===== src/rtl/seg_pkg.sv =====
`default_nettype none
// ============================================================================
// Module      : seg_pkg
// Description : Shared glyph constants, hex-to-segment decoder and scan-state
//               type for the multiplexed 7-segment display driver.
// Revision    : 1.0 - initial release
// ============================================================================
package seg_pkg;

  // Active-low {g,f,e,d,c,b,a}: all segments off, and the error glyph 'E'.
  localparam logic [6:0] SEG_BLANK = 7'h7F;
  localparam logic [6:0] SEG_E     = 7'b000_0110;

  typedef enum logic {
    SCAN_BLANK = 1'b0,
    SCAN_DRIVE = 1'b1
  } scan_state_t;

  // Hex nibble to active-low glyph (0-9, A, b, C, d, E, F).
  function automatic logic [6:0] hex_to_seg(input logic [3:0] v);
    logic [6:0] s;
    case (v)
      4'h0:    s = 7'b100_0000;
      4'h1:    s = 7'b111_1001;
      4'h2:    s = 7'b010_0100;
      4'h3:    s = 7'b011_0000;
      4'h4:    s = 7'b001_1001;
      4'h5:    s = 7'b001_0010;
      4'h6:    s = 7'b000_0010;
      4'h7:    s = 7'b111_1000;
      4'h8:    s = 7'b000_0000;
      4'h9:    s = 7'b001_0000;
      4'hA:    s = 7'b000_1000;
      4'hB:    s = 7'b000_0011;
      4'hC:    s = 7'b100_0110;
      4'hD:    s = 7'b010_0001;
      4'hE:    s = 7'b000_0110;
      default: s = 7'b000_1110;
    endcase
    return s;
  endfunction

endpackage
`default_nettype wire


===== src/rtl/seg_display_driver_scan_timer.sv =====
`default_nettype none
// ============================================================================
// Module      : scan_timer
// Description : BLANK/DRIVE digit-scan sequencer. One BLANK cycle between
//               digits, REFRESH_DIV-1 DRIVE cycles per digit, 4 digits.
// Revision    : 1.0 - initial release
// ============================================================================
module scan_timer
  import seg_pkg::*;
#(
  parameter int REFRESH_DIV = 100_000
) (
  input  logic       clk,
  input  logic       rst_n,
  output logic [1:0] idx_o,
  output logic       drive_en_o,
  output logic       digit_advance_o
);

  localparam int             CNT_W    = $clog2(REFRESH_DIV);
  localparam logic [CNT_W-1:0] CNT_LAST = CNT_W'(REFRESH_DIV - 2);

  // A period shorter than 4 leaves no room for a DRIVE phase worth having.
  if (REFRESH_DIV < 4) begin : g_refresh_div_check
    $error("scan_timer: REFRESH_DIV must be >= 4");
  end

  scan_state_t      state_q, state_d;
  logic [CNT_W-1:0] cnt_q, cnt_d;
  logic [1:0]       idx_q, idx_d;
  logic             adv;

  // State, cycle counter and digit index registers.
  always_ff @(posedge clk or negedge rst_n) begin
    if (!rst_n) begin
      state_q <= SCAN_BLANK;
      cnt_q   <= '0;
      idx_q   <= 2'd0;
    end else begin
      state_q <= state_d;
      cnt_q   <= cnt_d;
      idx_q   <= idx_d;
    end
  end

  // Next-state: BLANK lasts one cycle; DRIVE counts 0..REFRESH_DIV-2.
  always_comb begin
    state_d = state_q;
    cnt_d   = cnt_q;
    idx_d   = idx_q;
    adv     = 1'b0;
    case (state_q)
      SCAN_BLANK: begin
        state_d = SCAN_DRIVE;
        cnt_d   = '0;
      end
      SCAN_DRIVE: begin
        if (cnt_q == CNT_LAST) begin
          state_d = SCAN_BLANK;
          cnt_d   = '0;
          idx_d   = idx_q + 2'd1;
          adv     = 1'b1;
        end else begin
          cnt_d = cnt_q + 1'b1;
        end
      end
      default: state_d = SCAN_BLANK;
    endcase
  end

  assign idx_o           = idx_q;
  assign drive_en_o      = (state_q == SCAN_DRIVE);
  assign digit_advance_o = adv;

endmodule
`default_nettype wire


===== src/rtl/seg_display_driver.sv =====
`default_nettype none
// ============================================================================
// Module      : seg_display_driver
// Description : 4-digit common-anode multiplexed 7-segment driver: reset
//               synchronizer, result hold, status hex digit with error blink,
//               anti-ghost blank cycle between digits, registered outputs.
// Revision    : 1.0 - initial release
// ============================================================================
module seg_display_driver
  import seg_pkg::*;
#(
  parameter int         REFRESH_DIV = 100_000,
  parameter int         BLINK_DIV   = 25_000_000,
  parameter logic [3:0] ERR_CODE    = 4'hF
) (
  input  logic       clk,
  input  logic       rst_n_pin,
  input  logic       result_valid,
  input  logic [3:0] result_digit,
  input  logic [3:0] status_code,
  input  logic       clear,
  output logic [6:0] seg,
  output logic       dp,
  output logic [3:0] an
);

  localparam int             BLK_W    = $clog2(BLINK_DIV);
  localparam logic [BLK_W-1:0] BLK_LAST = BLK_W'(BLINK_DIV - 1);

  logic [1:0]       rst_sync_q;
  logic             rst_n;
  logic             have_q, have_d;
  logic [3:0]       val_q, val_d;
  logic [BLK_W-1:0] blk_cnt_q, blk_cnt_d;
  logic             blink_q, blink_d;
  logic [6:0]       seg_q, seg_d;
  logic             dp_q, dp_d;
  logic [3:0]       an_q, an_d;
  logic [1:0]       idx;
  logic             drive_en;
  logic             digit_advance;

  // Reset synchronizer: asserts with the pin, releases two clk edges later.
  always_ff @(posedge clk or negedge rst_n_pin) begin
    if (!rst_n_pin) rst_sync_q <= 2'b00;
    else            rst_sync_q <= {rst_sync_q[0], 1'b1};
  end
  assign rst_n = rst_sync_q[1];

  scan_timer #(
    .REFRESH_DIV(REFRESH_DIV)
  ) u_scan_timer (
    .clk             (clk),
    .rst_n           (rst_n),
    .idx_o           (idx),
    .drive_en_o      (drive_en),
    .digit_advance_o (digit_advance)
  );

  // A digit may only advance out of the DRIVE phase.
  a_adv_in_drive: assert property (@(posedge clk) disable iff (!rst_n)
                                   digit_advance |-> drive_en);

  // Result hold (valid beats clear) and free-running blink divider.
  always_comb begin
    have_d    = have_q;
    val_d     = val_q;
    blk_cnt_d = blk_cnt_q + 1'b1;
    blink_d   = blink_q;
    if (result_valid) begin
      have_d = 1'b1;
      val_d  = result_digit;
    end else if (clear) begin
      have_d = 1'b0;
    end
    if (blk_cnt_q == BLK_LAST) begin
      blk_cnt_d = '0;
      blink_d   = ~blink_q;
    end
  end

  // Content mux: anodes and glyph for the digit currently being driven.
  always_comb begin
    seg_d = SEG_BLANK;
    dp_d  = 1'b1;
    an_d  = 4'hF;
    if (drive_en) begin
      an_d = ~(4'b0001 << idx);
      case (idx)
        2'd0: begin
          if (have_q) seg_d = (val_q <= 4'd9) ? hex_to_seg(val_q) : SEG_E;
        end
        2'd1: dp_d = ~have_q;
        2'd2: begin
          if (!((status_code == ERR_CODE) && blink_q)) seg_d = hex_to_seg(status_code);
        end
        default: seg_d = SEG_BLANK;
      endcase
    end
  end

  // Result, blink and output registers.
  always_ff @(posedge clk or negedge rst_n) begin
    if (!rst_n) begin
      have_q    <= 1'b0;
      val_q     <= 4'd0;
      blk_cnt_q <= '0;
      blink_q   <= 1'b0;
      seg_q     <= SEG_BLANK;
      dp_q      <= 1'b1;
      an_q      <= 4'hF;
    end else begin
      have_q    <= have_d;
      val_q     <= val_d;
      blk_cnt_q <= blk_cnt_d;
      blink_q   <= blink_d;
      seg_q     <= seg_d;
      dp_q      <= dp_d;
      an_q      <= an_d;
    end
  end

  assign seg = seg_q;
  assign dp  = dp_q;
  assign an  = an_q;

endmodule
`default_nettype wire


===== config.mk =====
export PLATFORM = sky130hd
export DESIGN_NAME = seg_display_driver
export DESIGN_NICKNAME = d
export VERILOG_FILES = /design/src/rtl/seg_pkg.sv /design/src/rtl/seg_display_driver_scan_timer.sv /design/src/rtl/seg_display_driver.sv
export SDC_FILE = /design/constraint.sdc
export NUM_CORES = 1
export LEC_CHECK = 0
export ABC_AREA = 1
export CORE_MARGIN = 10
export CORE_UTILIZATION = 45
export CTS_CLUSTER_DIAMETER = 120
export CTS_CLUSTER_SIZE = 14
export DETAILED_ROUTE_END_ITERATION = 12
export PLACE_DENSITY = 0.64
export SLEW_MARGIN = 20
export SYNTH_ARGS = -nofsm -noshare
export SYNTH_HDL_FRONTEND = slang
export SYNTH_SLANG_ARGS = --single-unit

===== constraint.sdc =====
create_clock -name clk -period 2.2 [get_ports clk]
set_input_delay 0.33 -clock clk [delete_from_list [all_inputs] [get_ports clk]]
set_output_delay 0.33 -clock clk [all_outputs]
set_load 0.05 [all_outputs]

* Yosys cells after proc, flatten, opt, wreduce, memory -nomap -nowiden
Memories as Yosys holds them, arrays and structs flattened. Index checks and enable logic that the tools add are counted.
Storage, ports and cells: output and inout bits 12, flip-flop bits (word level) 65, memories 2, memory bits (read-only) 224
Operators by class: bitwise gates (word level) 4, add/subtract/negate cells 3, mux-type cells 15, $lt $le $gt $ge 1, shift operators 1, reduce and logical (&&, ||, !) cells 4, equality and inequality tests 5
Memory list:
- (name not given) | words 16, width 7, read ports 1, clocked after Yosys merged registers in 0, write ports 0, line seg_pkg.sv:22 | case (v)
- (name not given) | words 16, width 7, read ports 1, clocked after Yosys merged registers in 0, write ports 0, line seg_pkg.sv:22
Operators by type and width (number):
- $pmux 17 s2 | 1
- $mux 7 | 4
- $add 25x1->25 const B | 1
- $eq 25x25->1 const B | 1
- $mux 25 | 1
- $add 17x1->17 const B | 1
- $eq 17x17->1 const B | 1
- $mux 17 | 1
- $pmux 7 s2 | 1
- $mux 1 | 5
- $eq 4x4->1 const B | 1
- $le 4x4->1 const B | 1
- $mux 4 | 1
- $not 4->4 | 1
- $shl 1x2->4 const A | 1
- $not 1->1 | 3
- $add 2x1->2 const B | 1
- $eq 2x1->1 const B | 1
- $eq 2x2->1 const B | 1
- $logic_not 2->1 | 1
- $pmux 1 s2 | 1
- $reduce_and 2->1 | 1
- $reduce_bool 2->1 | 1
- $logic_and 1x1->1 | 1

* Depth between registers and ports, before layout
Gate-level depths: netlist (run 1).
depth in word-level cells 5, mapped depth 10, depth with buffers taken out 10

* By module
Synthesis (run 1) repeated with hierarchy kept, for this count alone.
Unflattened totals: cell total of the unflattened synthesis 521, area, all modules 3862.5 um2
Modules (own cells, without submodules):
- seg_display_driver | sequential area each 1141.1 um2, area each 2723.9 um2, instances 1, cells an instance 375
- scan_timer | sequential area each 500.5 um2, area each 1138.6 um2, instances 1, cells an instance 146

* Worst setup path after synthesis (run 1)
No wires, ideal clock.
kind register to register, start point register blk_cnt_q[0], end point register blk_cnt_q[24], data arrival time 1271 ps, required time 2082 ps, setup slack 811 ps, cell stages (with the launch flop) 9, clock period less this slack 1389 ps, path buffers 0, setup time 118 ps, path through dfrtp_1 ha_1 nand2_2 nor2_4 nand2_4 nor2_4 nand2_2 nor2_1 nor2_2
On the way: longest elaborated chain between the ends 2, elaborated cells between the ends (all ways) 3, those cells by class add/sub (1); eq/ne (1); mux (1)
RTL lines:
- start, declared | line seg_display_driver.sv:34 | logic [BLK_W-1:0] blk_cnt_q, blk_cnt_d;
- start signal, assigned | line seg_display_driver.sv:115 | blk_cnt_q <= blk_cnt_d;
- $add 25x1->25 or $eq 25x25->1 (tied branches) | line seg_display_driver.sv:68, seg_display_driver.sv:76
- $mux 25 * | line seg_display_driver.sv:76 | if (blk_cnt_q == BLK_LAST) begin
- named net blk_cnt_d[24] | line seg_display_driver.sv:34
The timed path passes the listed nets; every way through them passes the cells marked *. A chain may end at the register's enable or synchronous reset.

* Final worst setup path (run 1)
start point register seg_q[3], in the netlist seg[3], end point output port seg[3]
RTL lines:
- start, declared | line seg_display_driver.sv:36 | logic [6:0] seg_q, seg_d;
- start signal, assigned | line seg_display_driver.sv:117 | seg_q <= seg_d;
- end, declared | line seg_display_driver.sv:22 | output logic [6:0] seg,
No word-level cell between the ends.

==> results of run 1 <==
## how the worst min path moves through the flow
stage                   from            end  slack [ns]  cells after the start
2_1_floorplan      rst_n_pin  rst_sync_q[0]        0.03                      0
3_3_place_gp   rst_sync_q[1]   blk_cnt_q[2]        0.29                      1
3_5_place_dp   rst_sync_q[1]   blk_cnt_q[2]        0.29                      1
4_1_cts            rst_n_pin  rst_sync_q[0]        0.13                      1
5_1_grt            rst_n_pin  rst_sync_q[0]        0.15                      1
6_report           rst_n_pin  rst_sync_q[0]        0.15                      1
## stage by stage
step / hold WS, ns / total power, W
floorplan: 0.0344 / 0.00146
global placement: 0.291 / 0.00156
detailed placement: 0.290 / 0.00156
CTS: 0.133 / 0.00261
global route: 0.147 / 0.00268
finish: 0.148 / 0.00257
## routing by layer
metal  part of all wire (%)  routed length, um  vias to the layer above  track usage (%)
met4                    1.2                 95                        0             3.81
met2                     49               3970                       67             22.6
met1                     46               3740                     1466             16.1
met5                      0                  0                        -                0
met3                    4.1                335                        8             3.51
li1                       -                  -                     1705                -
## area by class of cell
class | count | area [um2] | area share (%)
clock buffers | 14 | 163 | 3.67
clock inverters | 2 | 37.5 | 0.848
inverters | 63 | 236 | 5.34
multi-input cells | 391 | 1970 | 44.4
flip-flops and latches | 65 | 1640 | 37.1
well taps | 105 | 131 | 2.97
repair buffers | 24 | 250 | 5.65
## synth_stat cells, drive strengths merged
cell	count	share of area, %
a21oi	10	1.3
conb	1	0.097
clkbuf	1	0.097
dfrtp	53	34
inv	61	5.9
nand3	40	5.3
a31oi	1	0.16
o21ai	27	3.6
xor2	14	3.2
dfstp	12	8.2
o21bai	1	0.19
buf	3	0.39
nor3	11	1.4
xnor2	3	0.68
o211ai	3	0.58
nand4	8	1.3
nor2	100	11
ha	21	6.8
clkinv	2	0.19
nand3b	1	0.19
nand2	150	15
## logic make-up after synthesis
group | Yosys count
compound gates | 42
flops | 65
other cells | 1
xor+xnor | 17
fa+ha+maj | 21
buf+inv | 67
simple gates | 310
## flip-flops by register name, indices dropped and copies added (netlist names), 2 cells and up
name,flops
an,4
blk_cnt_q,25
rst_sync_q,2
seg,7
u_scan_timer.cnt_q,17
u_scan_timer.idx_o,2
val_q,4
## placed cells by master (no fill, tap or decap), types with 10 or more instances in the layout
cell type,count
o21ai_0,26
nor3_1,11
xor2_1,14
inv_1,58
dfrtp_1,52
a21oi_1,10
dfstp_2,12
clkbuf_8,11
nand2_1,142
ha_1,21
nand3_1,39
nor2_1,88
clkdlybuf4s50_1,23
## power breakdown
group	leakage [nW]	switching, W	total, W	internal (W)
combinational	1.19	0.000182	0.000278	0.0000959
sequential	0.812	0.0000218	0.00126	0.00124
clock	0.0969	0.000444	0.00103	0.000588
==> flow_summary.toml, run 1 <==
[status]
status = "finished, final reports clean"

[synth]
synth_fa_ha_area_share_pct = 6.80
syn_inst = 523
seq_area_frac_synth_pct = 42.5
synth_mux_area_share_pct = 0
synth_simple_gate_area_share_pct = 34.3
synth-seq-cells = 65
synth.yosys.warnings = 0
synth_top_family_by_area = "simple AND/OR/NAND/NOR gates"
yosys.area_share.xor_xnor_pct = 3.85
synth_compound_area_share_pct = 5.83
syn_area_um2 = 3860
syn_nets = 556
synth.distinct_cells = 28
syn_avg_cell_area_um2 = 7.39

[layout]
area_growth_pct = 14.6
final_area_um2 = 4430
num-nets-final = 587
fin_util_pct = 53.4
n_antenna_cell = 0
stdcell_count = 664
drive_gt1_share_pct = 9.30
fill_cells = 790

[floorplan]
die_h_um = 113
fp-row-count = 33
initial_utilization_pct = 46.6
boundaryPins = 24
core_um2 = 8300
dieArea_um2 = 12700
die_w_um = 113

[critical_path]
r2r_slack_ns = 0.60
critPathTopFamily = "buffers and inverters"
timing.critical_path.to = "seg[3]"
cp_slowest_cell = "clkdlybuf4s50_1"
cp.depth = 1
arrival_ns = 1.67
setup.worst_path.start = "seg[3]"
slowest_delay_ns = 0.80
timing.rr.start = "blk_cnt_q[0]"
critPathLaunchType = "flop"
worst-path-buf-inv = 1
crit_fanout = 1
cp_data_required_time_ns = 1.87
crit_chain = "clkdlybuf4s50_1"
worstReg2RegEnd = "blk_cnt_q[0]"
r2r_cells = 8
worst_setup_path_end_kind = "output port"
criticalPathCategory = "flop to output port"

[grt]
grt_pass1_wl_um = 14400
grt_usage_pct = 13.3
grt_pass1_vias = 3117
overflow = 0
grt_max_degree = 64
grt_antenna_before_repair = 0

[place]
place_area_um2 = 4230
place_inst = 648
port_buffers = 23
post-place-ws_ns = 0.349
globalplace.congestion = 0.889
dpl.hpwl_um = 6050

[routing]
wirelength_um = 8140
vias = 3246
ant_nets = 0
via_per_inst = 4.89
wl_per_cell_um = 12.3
drtIter0Drc = 188
drc = 0
dr.pass1.iters = 4

[power]
vdd.ir_drop.worst_v = 0.000323
total_leakage_power_nw = 2.10
power.density_nw_per_um2 = 580

[sta]
setup_viol = 0
fmax_mhz = 501
maxSlewHeadroom_pct = 66.0
final.setup.tns_ns = 0
maxSlewViolCount = 0
period_needed_ns = 2.00
timing.final.crit_share_pct = 90.8
worst_slack_ns = 0.202
grt_setup_unrepaired = "no"
worst_pin_slew_ns = 0.508
hold_violations = 0
finClkSkew_ns = 0.0129

[clock_tree]
cts_root_buf = "clkbuf_8"
cts_hold_buffers = 0
cts_tree = "yes"
clockBufferDepth = 2
ctsHtreeMaxLevel = 3
clock-sinks = 65
clk_latency_ns = 0.34
cts_buffers = 9
clk_pin_slew_ns = 0.07
cts_resized = 0
post_cts_buffers = 0

[worst_hold_path]
min_path_type = "input pin to async pin"

[run]
maxCapViolCount = 0
(Power assumes the default switching activity.)
==> run 2: changes to the inputs <==
==> constraint.sdc (replaced) <==
create_clock -name clk -period 2.2 [get_ports clk]
set_input_delay 0.44 -clock clk [delete_from_list [all_inputs] [get_ports clk]]
set_output_delay 0.44 -clock clk [all_outputs]
set_load 0.05 [all_outputs]
==> results of run 2 <==
Same layout as run 1 (identical final DEF). Status: finished, final reports clean.
Main changes from that run: setup slack after placement 0.349 ns -> 0.239 ns; setup slack after layout 0.202 ns -> 0.0923 ns; hold slack 0.148 ns -> 0.258 ns
